==> src/rtl/mem_arbiter_pkg.sv <==
// Shared definitions for the unified-memory arbiter.
// Contents: FSM state encoding, requester IDs, default memory latency.
package mem_arb_defs;

   typedef enum logic [1:0] {
      IDLE = 2'd0,
      BUSY = 2'd1,
      RESP = 2'd2
   } state_e;

   typedef enum logic {
      REQ_IF = 1'b0,
      REQ_DM = 1'b1
   } req_e;

   localparam int unsigned DEF_LAT = 2;

endpackage

==> src/rtl/mem_arbiter_lat_counter.sv <==
// Loadable down-counter timing one memory transaction.
// Ports:
//   clk_i, rst_i : clock, synchronous active-high reset
//   load_i       : load LAT-1 (issue cycle)
//   dec_i        : decrement by one (saturates at zero)
//   zero_o       : next count value is zero
module lat_counter
   import mem_arb_defs::*;
#(
   parameter int unsigned LAT = DEF_LAT
) (
   input  logic clk_i,
   input  logic rst_i,
   input  logic load_i,
   input  logic dec_i,
   output logic zero_o
);

   localparam int unsigned CW = $clog2(LAT + 1);

   logic [CW-1:0] cnt_q;
   logic [CW-1:0] cnt_d;

   // Next count: load has priority over decrement.
   always_comb begin
      cnt_d = cnt_q;
      if (load_i) begin
         cnt_d = CW'(LAT - 1);
      end else if (dec_i && (cnt_q != '0)) begin
         cnt_d = cnt_q - CW'(1);
      end
   end

   always_ff @(posedge clk_i) begin
      if (rst_i) begin
         cnt_q <= '0;
      end else begin
         cnt_q <= cnt_d;
      end
   end

   // Flags the cycle in which the countdown lands on zero.
   assign zero_o = (cnt_d == '0);

endmodule

==> src/rtl/mem_arbiter.sv <==
// Round-robin arbiter sharing one fixed-latency memory between instruction
// fetch (IF, read-only) and data access (DM, read/write); one transaction in
// flight, stalls derived from req & ~done.
// Ports:
//   clk_i, rst_i                : clock, synchronous active-high reset
//   if_*                        : fetch request / completion / stall
//   dm_*                        : data request / completion / stall / dump
//   mem_*                       : memory issue strobe, command and read data
//   err_o                       : sticky protocol error
module mem_arbiter
   import mem_arb_defs::*;
#(
   parameter int unsigned LAT = DEF_LAT,
   parameter int unsigned AW  = 16,
   parameter int unsigned DW  = 16
) (
   input  logic          clk_i,
   input  logic          rst_i,
   input  logic          if_req_i,
   input  logic [AW-1:0] if_addr_i,
   output logic          if_done_o,
   output logic [DW-1:0] if_rdata_o,
   output logic          if_stall_o,
   input  logic          dm_req_i,
   input  logic          dm_wr_i,
   input  logic [AW-1:0] dm_addr_i,
   input  logic [DW-1:0] dm_wdata_i,
   input  logic          dm_dump_i,
   output logic          dm_done_o,
   output logic [DW-1:0] dm_rdata_o,
   output logic          dm_stall_o,
   output logic          mem_en_o,
   output logic          mem_wr_o,
   output logic [AW-1:0] mem_addr_o,
   output logic [DW-1:0] mem_data_in_o,
   output logic          mem_dump_o,
   input  logic [DW-1:0] mem_data_out_i,
   output logic          err_o
);

   state_e        state_q, state_d;
   req_e          grant_q, grant_d;   // current grant, doubles as last_grant
   logic          err_q, err_d;
   logic          dump_pend_q, dump_pend_d;

   logic          if_elig, dm_elig, issue, quiet;
   req_e          win;
   logic [AW-1:0] raw_addr;
   logic          cnt_load, cnt_dec, cnt_zero;

   lat_counter #(.LAT(LAT)) u_lat_counter (
      .clk_i  (clk_i),
      .rst_i  (rst_i),
      .load_i (cnt_load),
      .dec_i  (cnt_dec),
      .zero_o (cnt_zero)
   );

   // Arbitration: the requester completing in RESP is masked out.
   always_comb begin
      if_elig = if_req_i & ~((state_q == RESP) & (grant_q == REQ_IF));
      dm_elig = dm_req_i & ~((state_q == RESP) & (grant_q == REQ_DM));
      issue   = ((state_q == IDLE) | (state_q == RESP)) & (if_elig | dm_elig);
      if (if_elig & dm_elig) begin
         win = (grant_q == REQ_IF) ? REQ_DM : REQ_IF;
      end else begin
         win = dm_elig ? REQ_DM : REQ_IF;
      end
      raw_addr = (win == REQ_DM) ? dm_addr_i : if_addr_i;
   end

   // Next state and memory/requester outputs.
   always_comb begin
      state_d       = state_q;
      grant_d       = grant_q;
      err_d         = err_q;
      dump_pend_d   = dump_pend_q;
      cnt_load      = 1'b0;
      cnt_dec       = 1'b0;
      mem_en_o      = 1'b0;
      mem_wr_o      = 1'b0;
      mem_addr_o    = '0;
      mem_data_in_o = '0;
      mem_dump_o    = 1'b0;
      if_done_o     = 1'b0;
      dm_done_o     = 1'b0;
      if_rdata_o    = '0;
      dm_rdata_o    = '0;

      case (state_q)
         IDLE: ;
         BUSY: begin
            cnt_dec = 1'b1;
            if (cnt_zero) begin
               state_d = RESP;
            end
            // Granted requester abandoned its transaction.
            if ((grant_q == REQ_IF) ? ~if_req_i : ~dm_req_i) begin
               err_d = 1'b1;
            end
         end
         RESP: begin
            state_d = IDLE;
            if (grant_q == REQ_IF) begin
               if_done_o  = 1'b1;
               if_rdata_o = mem_data_out_i;
            end else begin
               dm_done_o  = 1'b1;
               dm_rdata_o = mem_data_out_i;
            end
         end
         default: state_d = IDLE;
      endcase

      if (issue) begin
         mem_en_o   = 1'b1;
         cnt_load   = 1'b1;
         grant_d    = win;
         state_d    = (LAT == 1) ? RESP : BUSY;
         mem_addr_o = {raw_addr[AW-1:1], 1'b0};
         if (raw_addr[0]) begin
            err_d = 1'b1;
         end
         if (win == REQ_DM) begin
            mem_wr_o      = dm_wr_i;
            mem_data_in_o = dm_wdata_i;
         end
      end

      // Dump passes through only when the memory port is quiet.
      quiet = ((state_q == IDLE) | (state_q == RESP)) & ~issue;
      if (quiet) begin
         mem_dump_o  = dm_dump_i | dump_pend_q;
         dump_pend_d = 1'b0;
      end else if (dm_dump_i) begin
         dump_pend_d = 1'b1;
      end
   end

   always_ff @(posedge clk_i) begin
      if (rst_i) begin
         state_q     <= IDLE;
         grant_q     <= REQ_IF;
         err_q       <= 1'b0;
         dump_pend_q <= 1'b0;
      end else begin
         state_q     <= state_d;
         grant_q     <= grant_d;
         err_q       <= err_d;
         dump_pend_q <= dump_pend_d;
      end
   end

   assign err_o      = err_q;
   assign if_stall_o = if_req_i & ~if_done_o;
   assign dm_stall_o = dm_req_i & ~dm_done_o;

endmodule

==> config.mk <==
export PLATFORM = sky130hd
export DESIGN_NAME = mem_arbiter
export DESIGN_NICKNAME = d
export VERILOG_FILES = /design/src/rtl/mem_arbiter_pkg.sv /design/src/rtl/mem_arbiter_lat_counter.sv /design/src/rtl/mem_arbiter.sv
export SDC_FILE = /design/constraint.sdc
export NUM_CORES = 1
export LEC_CHECK = 0
export BUFFER_PORTS_ARGS = -buffer_cell sky130_fd_sc_hd__buf_2
export CORE_MARGIN = 5
export CORE_UTILIZATION = 30
export CTS_CLUSTER_DIAMETER = 80
export DETAILED_ROUTE_END_ITERATION = 10
export PLACE_DENSITY = 0.79
export SLEW_MARGIN = 20
export SYNTH_ARGS = -nofsm -noshare
export SYNTH_HDL_FRONTEND = slang
export SYNTH_SLANG_ARGS = --single-unit
==> constraint.sdc <==
create_clock -name clk_i -period 3.3 [get_ports clk_i]
set_input_delay 0.165 -clock clk_i [delete_from_list [all_inputs] [get_ports clk_i]]
set_output_delay 0.165 -clock clk_i [all_outputs]
set_load 0.01 [all_outputs]
## Word-level counts from Yosys, hierarchy flattened

Index checks and enable logic that the tools add are counted.

| storage, ports and cells | value |
|---|---|
| bits in registers | 7 |
| input bits | 70 |
| output and inout port bits | 72 |
| word-level logic and storage cells | 70 |

| cells by class | value |
|---|---|
| add/sub/neg operators | 1 |
| eq/ne operators | 5 |
| mux-type cells | 29 |
| bitwise gates (word level) | 21 |
| reduce and logical (&&, ||, !) cells | 8 |

Operator list:

| kind | count |
|---|---|
| $mux 16 | 8 |
| $mux 1 | 17 |
| $and 1x1->1 | 9 |
| $not 1->1 | 9 |
| $mux 2 | 3 |
| $logic_not 2->1 | 2 |
| $ne 2x2->1 const B | 2 |
| $pmux 2 s2 | 1 |
| $reduce_and 2->1 | 2 |
| $reduce_or 2->1 | 2 |
| $ne 3x3->1 const B | 1 |
| $or 1x1->1 | 3 |
| $eq 2x1->1 const B | 1 |
| $eq 2x2->1 const B | 1 |
| $reduce_bool 2->1 | 1 |
| $sub 2x1->2 const B | 1 |
| $logic_and 1x1->1 | 1 |

## Longest topological paths before layout

Gate-level depths: netlist of run 1.

| logic depth | value |
|---|---|
| depth after elaboration | 12 |
| depth in mapped cells | 6 |

## Modules after synthesis

From an unflattened synthesis of run 1, not the netlist that was laid out.

| unflattened totals | value |
|---|---|
| cell total of the unflattened synthesis | 142 |
| area total of the unflattened synthesis | 1048.5 um^2 |

Modules (own cells, without submodules):

| module | instances | cells an instance | area each (um^2) | seq. area each (um^2) |
|---|---|---|---|---|
| mem_arbiter | 1 | 128 | 920.9 | 100.1 |
| lat_counter | 1 | 14 | 127.6 | 40.0 |

## Worst setup path after synthesis of run 1

No wires, ideal clock.

| path | value |
|---|---|
| kind | register to output |
| from | register grant_q |
| to | output port mem_addr_o[10] |
| arrival | 1379 ps |
| setup slack | 1756 ps |
| stages on the path, launching flop included | 7 |
| cells stage by stage | dfxtp_1 and3b_1 or2_0 or2_1 buf_2 buf_6 nor2_2 |

| on the way | value |
|---|---|
| cells in the longest elaborated chain, start to end | 8 |

RTL lines:

| item | line | source |
|---|---|---|
| start, declared | mem_arbiter.sv:42 | `req_e grant_q, grant_d;` |
| start signal, assigned | mem_arbiter.sv:148 | `grant_q <= grant_d;` |
| $not 1->1 | - |  |
| $and 1x1->1 | mem_arbiter.sv:61 | `if_elig = if_req_i & ~((state_q == RESP) & (grant_q == REQ_IF));` |
| $not 1->1 | mem_arbiter.sv:61 |  |
| $and 1x1->1 | mem_arbiter.sv:61 |  |
| $and 1x1->1 | mem_arbiter.sv:64 | `if (if_elig & dm_elig) begin` |
| $mux 1 | mem_arbiter.sv:64 |  |
| $mux 16 | mem_arbiter.sv:69 | `raw_addr = (win == REQ_DM) ? dm_addr_i : if_addr_i;` |
| $mux 16 * | mem_arbiter.sv:115 | `if (issue) begin` |
| end, declared | mem_arbiter.sv:34 | `output logic [AW-1:0] mem_addr_o,` |

Mark *: on every way between the ends. The rest lies on a longest branch, timed or not.

## Worst setup path in the final report of run 1

| path | value |
|---|---|
| from | register grant_q |
| to | output port mem_en_o |

| on the way | value |
|---|---|
| cells in the longest elaborated chain, start to end | 7 |

RTL lines:

| item | line | source |
|---|---|---|
| $not 1->1 | - |  |
| $and 1x1->1 | mem_arbiter.sv:61 |  |
| $not 1->1 | mem_arbiter.sv:61 |  |
| $and 1x1->1 | mem_arbiter.sv:61 |  |
| $or 1x1->1 * | mem_arbiter.sv:63 | `issue = ((state_q == IDLE) \| (state_q == RESP)) & (if_elig \| dm_elig);` |
| $and 1x1->1 * | mem_arbiter.sv:63 |  |
| $mux 1 * | mem_arbiter.sv:115 |  |
| end, declared | mem_arbiter.sv:32 | `output logic mem_en_o,` |

Marks and branches as above.

==> reports/results.md, run 1 <==
• **Gate Count Post-Synth** 141
• **share of the synthesized area in compound gates (AO/OA/AOI/OAI)** 9.225%
• **Cell Rows** 21
• **CTS Hold Bufs** 0
• **Main synth FF type** dfxtp_1
• **Critical Path Start Type** register
• **Max-slew headroom** 43.90%
• **wire length of the first global-routing pass** 5057 um
• **part of the total power dissipated in sequential elements** 24.0%
• **final estimated routing congestion in global placement** 0.7137
• **total wire length** 3705 um
• **total vias in the final route** 1356
• **DRC errors left** 0
• **Post-Synthesis Cell Area** 0.001017 sq mm
• **main combinational cell family by area after synthesis** simple AND/OR/NAND/NOR gates
• **clock latency on the worst-skew pair** 250 ps
• **remaining number of nets flagged by the antenna check after routing** 0
• **effective utilization at floorplan** 30.73%
• **placed wire-length estimate** 3153 um
• **maximum buffer depth of the clock tree** 2
• **clock net sink count** 7
• **Max Fanout on Critical Path** 18
• **crit path buf inv count** 2
• **portion of the post-synthesis area used by sequential elements** 13.78%
• **type of element capturing the critical path** output port
• **global route total overflow** 0
• **count of port buffers added during placement** 140
• **global-route total usage across every layer** 13.84%
• **maximum clock rate** 0.4721 GHz
• **most instantiated library cell after synthesis** and2_1
• **number of top-level design ports** 142
• **part of the power in combinational logic** 57.1%
• **maximum single-stage delay on the critical path** 660 ps
• **critical path, cell by cell** nand2b_1 -> a21oi_1 -> or2_1 -> inv_2 -> buf_2
• **power per unit of standard cell area** 241.8 mW/mm^2
• **number of DRC markers in iteration 0** 30
• **clk slew on worst S/H paths** 50 ps
• **worst-margin pin slew** 838.4 ps
• **number of synthesized register bits** 7
• **Floorplan Core Area** 0.003311 sq mm
• **basic-gate share of the synthesized area counting and, or, nand and nor cells** 50.18%
• **number of optimization iterations in the first detailed-route pass** 4
• **proportion of netlist area held by the largest area contributor** 30.14%
• **largest voltage drop on the vdd net** 158.1 uV
• **Hold Path Class** primary input to register
• **synthesis-to-layout area growth** 72.20%
• **slowest stage cell on the critical path** or2_1
• **total number of yosys warnings** 0
• **outcome** finished clean
• **net count of the finished layout** 348
• **most frequent cells after synthesis** and2_1, mux2i_1, nor2_1, nor2_2, dfxtp_1
• **cell accounting for the most synthesized area** and2_1
• **post-synthesis xor/xnor area fraction** 0.8610%
• **final setup violating endpoints** 0
• **clock skew after layout** 0.5657 ps
• **crit-path leading delay family** simple AND/OR/NAND/NOR gates
• **type of the setup path with the least slack** register to output port
• **vias in the first global route** 1182
• **Die Area** 0.004655 sq mm
• **post-synthesis share of cell area spent on full adders, half adders and majority gates** 1.230%
• **Min Hold Slack** 190.8 ps
• **share of async-settable or async-resettable flops after synthesis** 0%
• **sum of negative setup slack** 0 ps
• **final number of hold-violating endpoints** 0
• **Cell variety after synth** 31
• **multiplexer area fraction after synthesis** 16.85%
• **Setup Buffers After CTS** 0
• **maxcap violations** 0
• **Post-Syn Area per Cell** 7.214 sq um
• **n_diodes** 0
• **net switching power of the design** 0.1666 mW
• **unrepaired setup endpoints after global routing** false
• **post-route core utilization** 52.91%
• **vertical extent of the die** 68.23 um
• **layout cell share with drive strength beyond 1** 56.52%
• **CTS tree** built
• **Die Wd** 68.23 um
• **count of pins over their slew limit** 0
• **time the worst path needs with I/O delays and setup** 2118 ps
• **internal power summed over all cells** 0.2570 mW
• **largest cells by area after synthesis** and2_1, mux2i_1, dfxtp_1
• **WP data required** 3130 ps
• **register-to-register path setup slack** 1430 ps
• **Leak** 1.085 nW
• **net count of the mapped netlist** 212
• **maximum number of pins on one net before global-route repair** 19
• **antenna violations before repair** 0
• **clock tree root driver cell** clkbuf_4
• **switching fraction of total power** 39.33%
• **H-tree depth reported by CTS** 1
• **CTS Buf Count** 3
• **detail-routed net length per standard cell** 11.51 um
• **fin crit share** 64.19%
• **part of the total power dissipated in the clock network** 18.9%
• **Arr. time, crit path** 1950 ps
• **Gates resized, CTS repair** 0
• **Post-synth EDFFs** 0
• **vias per cell** 4.211
kinds of logic after synthesis:
logic type / after synthesis
and+or+nand+nor: 86
muxes: 17
buffers and inverters: 16
AOI/OAI and AO/OA: 12
DFF: 7
adders and majority gates: 1
other: 1
xor gates and xnor gates: 1
per-layer routing:
layer  global-route usage, %  wire, um  up-vias
met5                       0         0        -
met4                   3.722         0        0
met3                   3.284       504        0
met2                   25.87      1849       70
met1                   15.41      1352      568
li1                        -         -      718
worst paths after layout:
path              cells after the start                      to              startpoint
setup / recovery                      5                mem_en_o                 grant_q
hold reg to reg                       2  u_lat_counter.cnt_q[1]  u_lat_counter.cnt_q[1]
setup reg to reg                      4                   err_o              state_q[0]
hold / removal                        2  u_lat_counter.cnt_q[0]                   rst_i
cell type report:
class | instances | area (sq um)
Fill cell | 329 | 1559
Inverter | 7 | 26.28
Timing Repair Buffer | 140 | 700.7
Clock buffer | 4 | 26.28
Multi-Input combinational cell | 118 | 800.8
Tap cell | 46 | 57.56
Sequential cell | 7 | 140.1
cell usage in the layout, fill, tap and decap left out, types with 2 or more instances in the layout:
cell type,n
nor2b_1,4
a21oi_1,5
and3b_1,3
nor2_2,10
o21ai_0,2
nor2_1,13
nand2b_1,2
dfxtp_1,7
buf_2,140
inv_1,6
and2_1,49
mux2i_1,16
clkbuf_4,3
flip-flops by register name, indices dropped and copies added (netlist names):
register	cells
grant_q	1
dump_pend_q	1
err_o	1
state_q	2
u_lat_counter.cnt_q	2
per-stage QoR:
stage | std cells | total power [mW] | instance area [sq um] | worst slack, ps
6_report | 322 | 0.4236 | 1752 | 1182
4_1_cts | 322 | 0.4302 | 1752 | 1156
3_3_place_gp | 318 | 0.3435 | 1725 | 1441
2_1_floorplan | 141 | 0.2505 | 1017 | 1756
5_1_grt | 322 | 0.4567 | 1752 | 981.9
3_5_place_dp | 318 | 0.3485 | 1725 | 1425
power groups by stage:
stage / clock [mW] / sequential [mW] / combinational (mW)
4_1_cts: 0.0824 / 0.102 / 0.246
6_report: 0.0801 / 0.102 / 0.242
5_1_grt: 0.0849 / 0.103 / 0.269
3_5_place_dp: 0 / 0.103 / 0.245
3_3_place_gp: 0 / 0.103 / 0.241
2_1_floorplan: 0 / 0.103 / 0.148
No activity file was read; power rests on OpenSTA's default activity.
==> run 2: changes to the inputs <==
--- a/config.mk
+++ b/config.mk
@@ -7,10 +7,10 @@
 export LEC_CHECK = 0
 export BUFFER_PORTS_ARGS = -buffer_cell sky130_fd_sc_hd__buf_2
 export CORE_MARGIN = 5
-export CORE_UTILIZATION = 30
+export CORE_UTILIZATION = 28
 export CTS_CLUSTER_DIAMETER = 80
 export DETAILED_ROUTE_END_ITERATION = 10
-export PLACE_DENSITY = 0.79
+export PLACE_DENSITY = 0.78
 export SLEW_MARGIN = 20
 export SYNTH_ARGS = -nofsm -noshare
 export SYNTH_HDL_FRONTEND = slang
==> constraint.sdc (replaced) <==
create_clock -name clk_i -period 1.8 [get_ports clk_i]
set_input_delay 0.09 -clock clk_i [delete_from_list [all_inputs] [get_ports clk_i]]
set_output_delay 0.09 -clock clk_i [all_outputs]
set_load 0.01 [all_outputs]
==> run 2 against run 1 <==
Net effect: clock skew rose by 1.6 ps; highest routed layer unchanged; register-to-register slack got worse by 1200 ps; largest cell class unchanged; utilization rose by 1.2 points; sequential cell count did not move; die area rose by 6.1%; power rose by 92%.
==> reports/results.md, run 2 (synthesis results as in run 1) <==
• **outcome** finished clean
• **largest voltage drop on the vdd net** 328.5 uV, +110%
• **internal power summed over all cells** 0.5046 mW, +96%
• **number of DRC markers in iteration 0** 29, -3.3%
• **startpoint of the worst register-to-register path** state_q[0]
• **part of the power in combinational logic** 59.4%, +2.3 points
• **post-route core utilization** 54.10%, +1.2 points
• **total vias in the final route** 1401, +3.3%
• **register-to-register path setup slack** 280 ps, -1150 ps
• **maxcap violations** 0, unchanged
• **power per unit of standard cell area** 440.2 mW/mm^2, +82%
• **worst setup path startpoint** grant_q
• **vertical extent of the die** 70.28 um, +3.0%
• **slowest stage cell on the critical path** dfxtp_2
• **clk slew on worst S/H paths** 50 ps, about the same
• **type of the setup path with the least slack** register to output port
• **Cells after DPL** 322, +1.3%
• **Arr. time, crit path** 1620 ps, -330 ps
• **sum of negative setup slack** 0 ps, unchanged
• **global-route total usage across every layer** 14.36%, +0.52 points
• **number of optimization iterations in the first detailed-route pass** 4, unchanged
• **CTS Buf Count** 3, unchanged
• **placed wire-length estimate** 3345 um, +6.1%
• **critical path, cell by cell** and3b_1 -> or2_0 -> or2_1 -> buf_6 -> nor2_2 -> buf_2
• **final estimated routing congestion in global placement** 0.7836, +9.8%
• **H-tree depth reported by CTS** 1, unchanged
• **highest-count cells in the layout ignoring fill and taps** buf_2, and2_1, mux2i_1
• **wire length of the first global-routing pass** 6058 um, +20%
• **time the worst path needs with I/O delays and setup** 1713 ps
• **count of pins over their slew limit** 0, unchanged
• **Die Area** 0.004939 sq mm, +6.1%
• **net count of the finished layout** 354, +1.7%
• **Hold Path Class** primary input to register
• **number of cells in the finished layout apart from fillers** 328, +1.9%
• **maximum single-stage delay on the critical path** 350 ps, -310 ps
• **Leak** 1.131 nW, +4.2%
• **clock tree root driver cell** clkbuf_4
• **CTS tree** built
• **clock net sink count** 7, unchanged
• **maximum number of pins on one net before global-route repair** 19, unchanged
• **most common cell after layout, fill and taps aside** buf_2
• **Floorplan Core Area** 0.003416 sq mm, +3.2%
• **filler instances** 335, +1.8%
• **n_diodes** 0, unchanged
• **net switching power of the design** 0.3089 mW, +85%
• **Cell Rows** 21, unchanged
• **fin crit share** 95.19%
• **Critical Path Start Type** register
• **DRC errors left** 0, unchanged
• **final number of hold-violating endpoints** 0, unchanged
• **clock skew after layout** 2.123 ps, +1.557 ps
• **startpoint of the most critical hold path** rst_i
• **maximum clock rate** 0.5836 GHz
• **synthesis-to-layout area growth** 81.67%
• **detail-routed net length per standard cell** 11.88 um, +3.3%
• **WP data required** 1710 ps, -1420 ps
• **part of the total power dissipated in sequential elements** 23.2%, -0.8 points
• **clock latency on the worst-skew pair** 250 ps, about the same
• **final setup violating endpoints** 0, unchanged
• **global route total overflow** 0, unchanged
• **total wire length** 3898 um, +5.2%
• **Worst R2R Path Depth** 5, +1
• **worst reg2reg path endpoint** err_o
• **count of port buffers added during placement** 140, unchanged
• **switching fraction of total power** 37.97%, -1.4 points
• **type of element capturing the critical path** output port
• **antenna violations before repair** 0, unchanged
• **remaining number of nets flagged by the antenna check after routing** 0, unchanged
• **vias per cell** 4.271, +1.4%
• **vias in the first global route** 1322, +12%
• **Die Wd** 70.28 um, +3.0%
• **layout cell share with drive strength beyond 1** 59.22%, +2.7 points
• **part of the total power dissipated in the clock network** 17.3%, -1.6 points
• **Max Fanout on Critical Path** 18, unchanged
• **unrepaired setup endpoints after global routing** true
• **Critical Path Sink** mem_addr_o[7]
• **maximum buffer depth of the clock tree** 2, unchanged
• **Largest regs** state_q (2), u_lat_counter.cnt_q (2)
• **number of top-level design ports** 142, unchanged
• **effective utilization at floorplan** 29.78%, -0.95 points
-- run 2: timing repair --
item	in CTS	in global routing
setup endpoints to repair	1	17
gates cloned	0	1
hold buffers	0	0
setup buffers	0	1
pin swaps	0	1
resized for setup	2	5
-- run 2: how the worst min path moves through the flow --
stage                            end  slack [ps]  depth (start not counted)
after global placement       grant_q         370                          2
after floorplan           dm_stall_o         320                          1
after detailed placement  state_q[0]         380                          2
final                        grant_q         110                          2
after CTS                 state_q[0]         110                          2
after global routing      state_q[0]         120                          2
-- run 2: layer usage --
layer	global-route usage, %	routed length, um
met1	14.59	1331
met3	4.878	463
met4	2.553	0
met2	28.07	2104
met5	0	0
-- run 2: through the flow --
| stage | cell area, sq um | hold slack [ps] | worst slack [ps] | power, mW |
|---|---|---|---|---|
| after global routing | 1848 | 122.1 | -24.91 | 0.8887 |
| after floorplan | 1017 | 317.1 | 310.1 | 0.4592 |
| after CTS | 1802 | 110.1 | 0.5590 | 0.8079 |
| after global placement | 1768 | 372.1 | 294.6 | 0.6458 |
| final | 1848 | 111.3 | 86.60 | 0.8135 |
| after detailed placement | 1768 | 377.4 | 259.9 | 0.6553 |
-- run 2: power groups by stage --
stage,Clock [mW],Sequential (mW),Combinational [mW]
2_1_floorplan,0,0.188,0.271
3_5_place_dp,0,0.190,0.465
6_report,0.141,0.189,0.483
4_1_cts,0.150,0.187,0.471
5_1_grt,0.164,0.193,0.532
3_3_place_gp,0,0.189,0.457
-- run 2: layout make-up --
cell class              count  area (sq um)  share of cell area, %
clock buffers               4         26.28                  1.422
repair buffers            146         779.5                  42.18
well taps                  46         57.56                  3.114
flip-flops and latches      7         142.6                  7.718
multi-input cells         118         815.8                  44.14
inverters                   7         26.28                  1.422
-- run 2: critical path: cells and delay by family (launching register included) --
family	cells	cell delay, ps
flops	1	350
buf+inv	2	300
simple gates	4	720
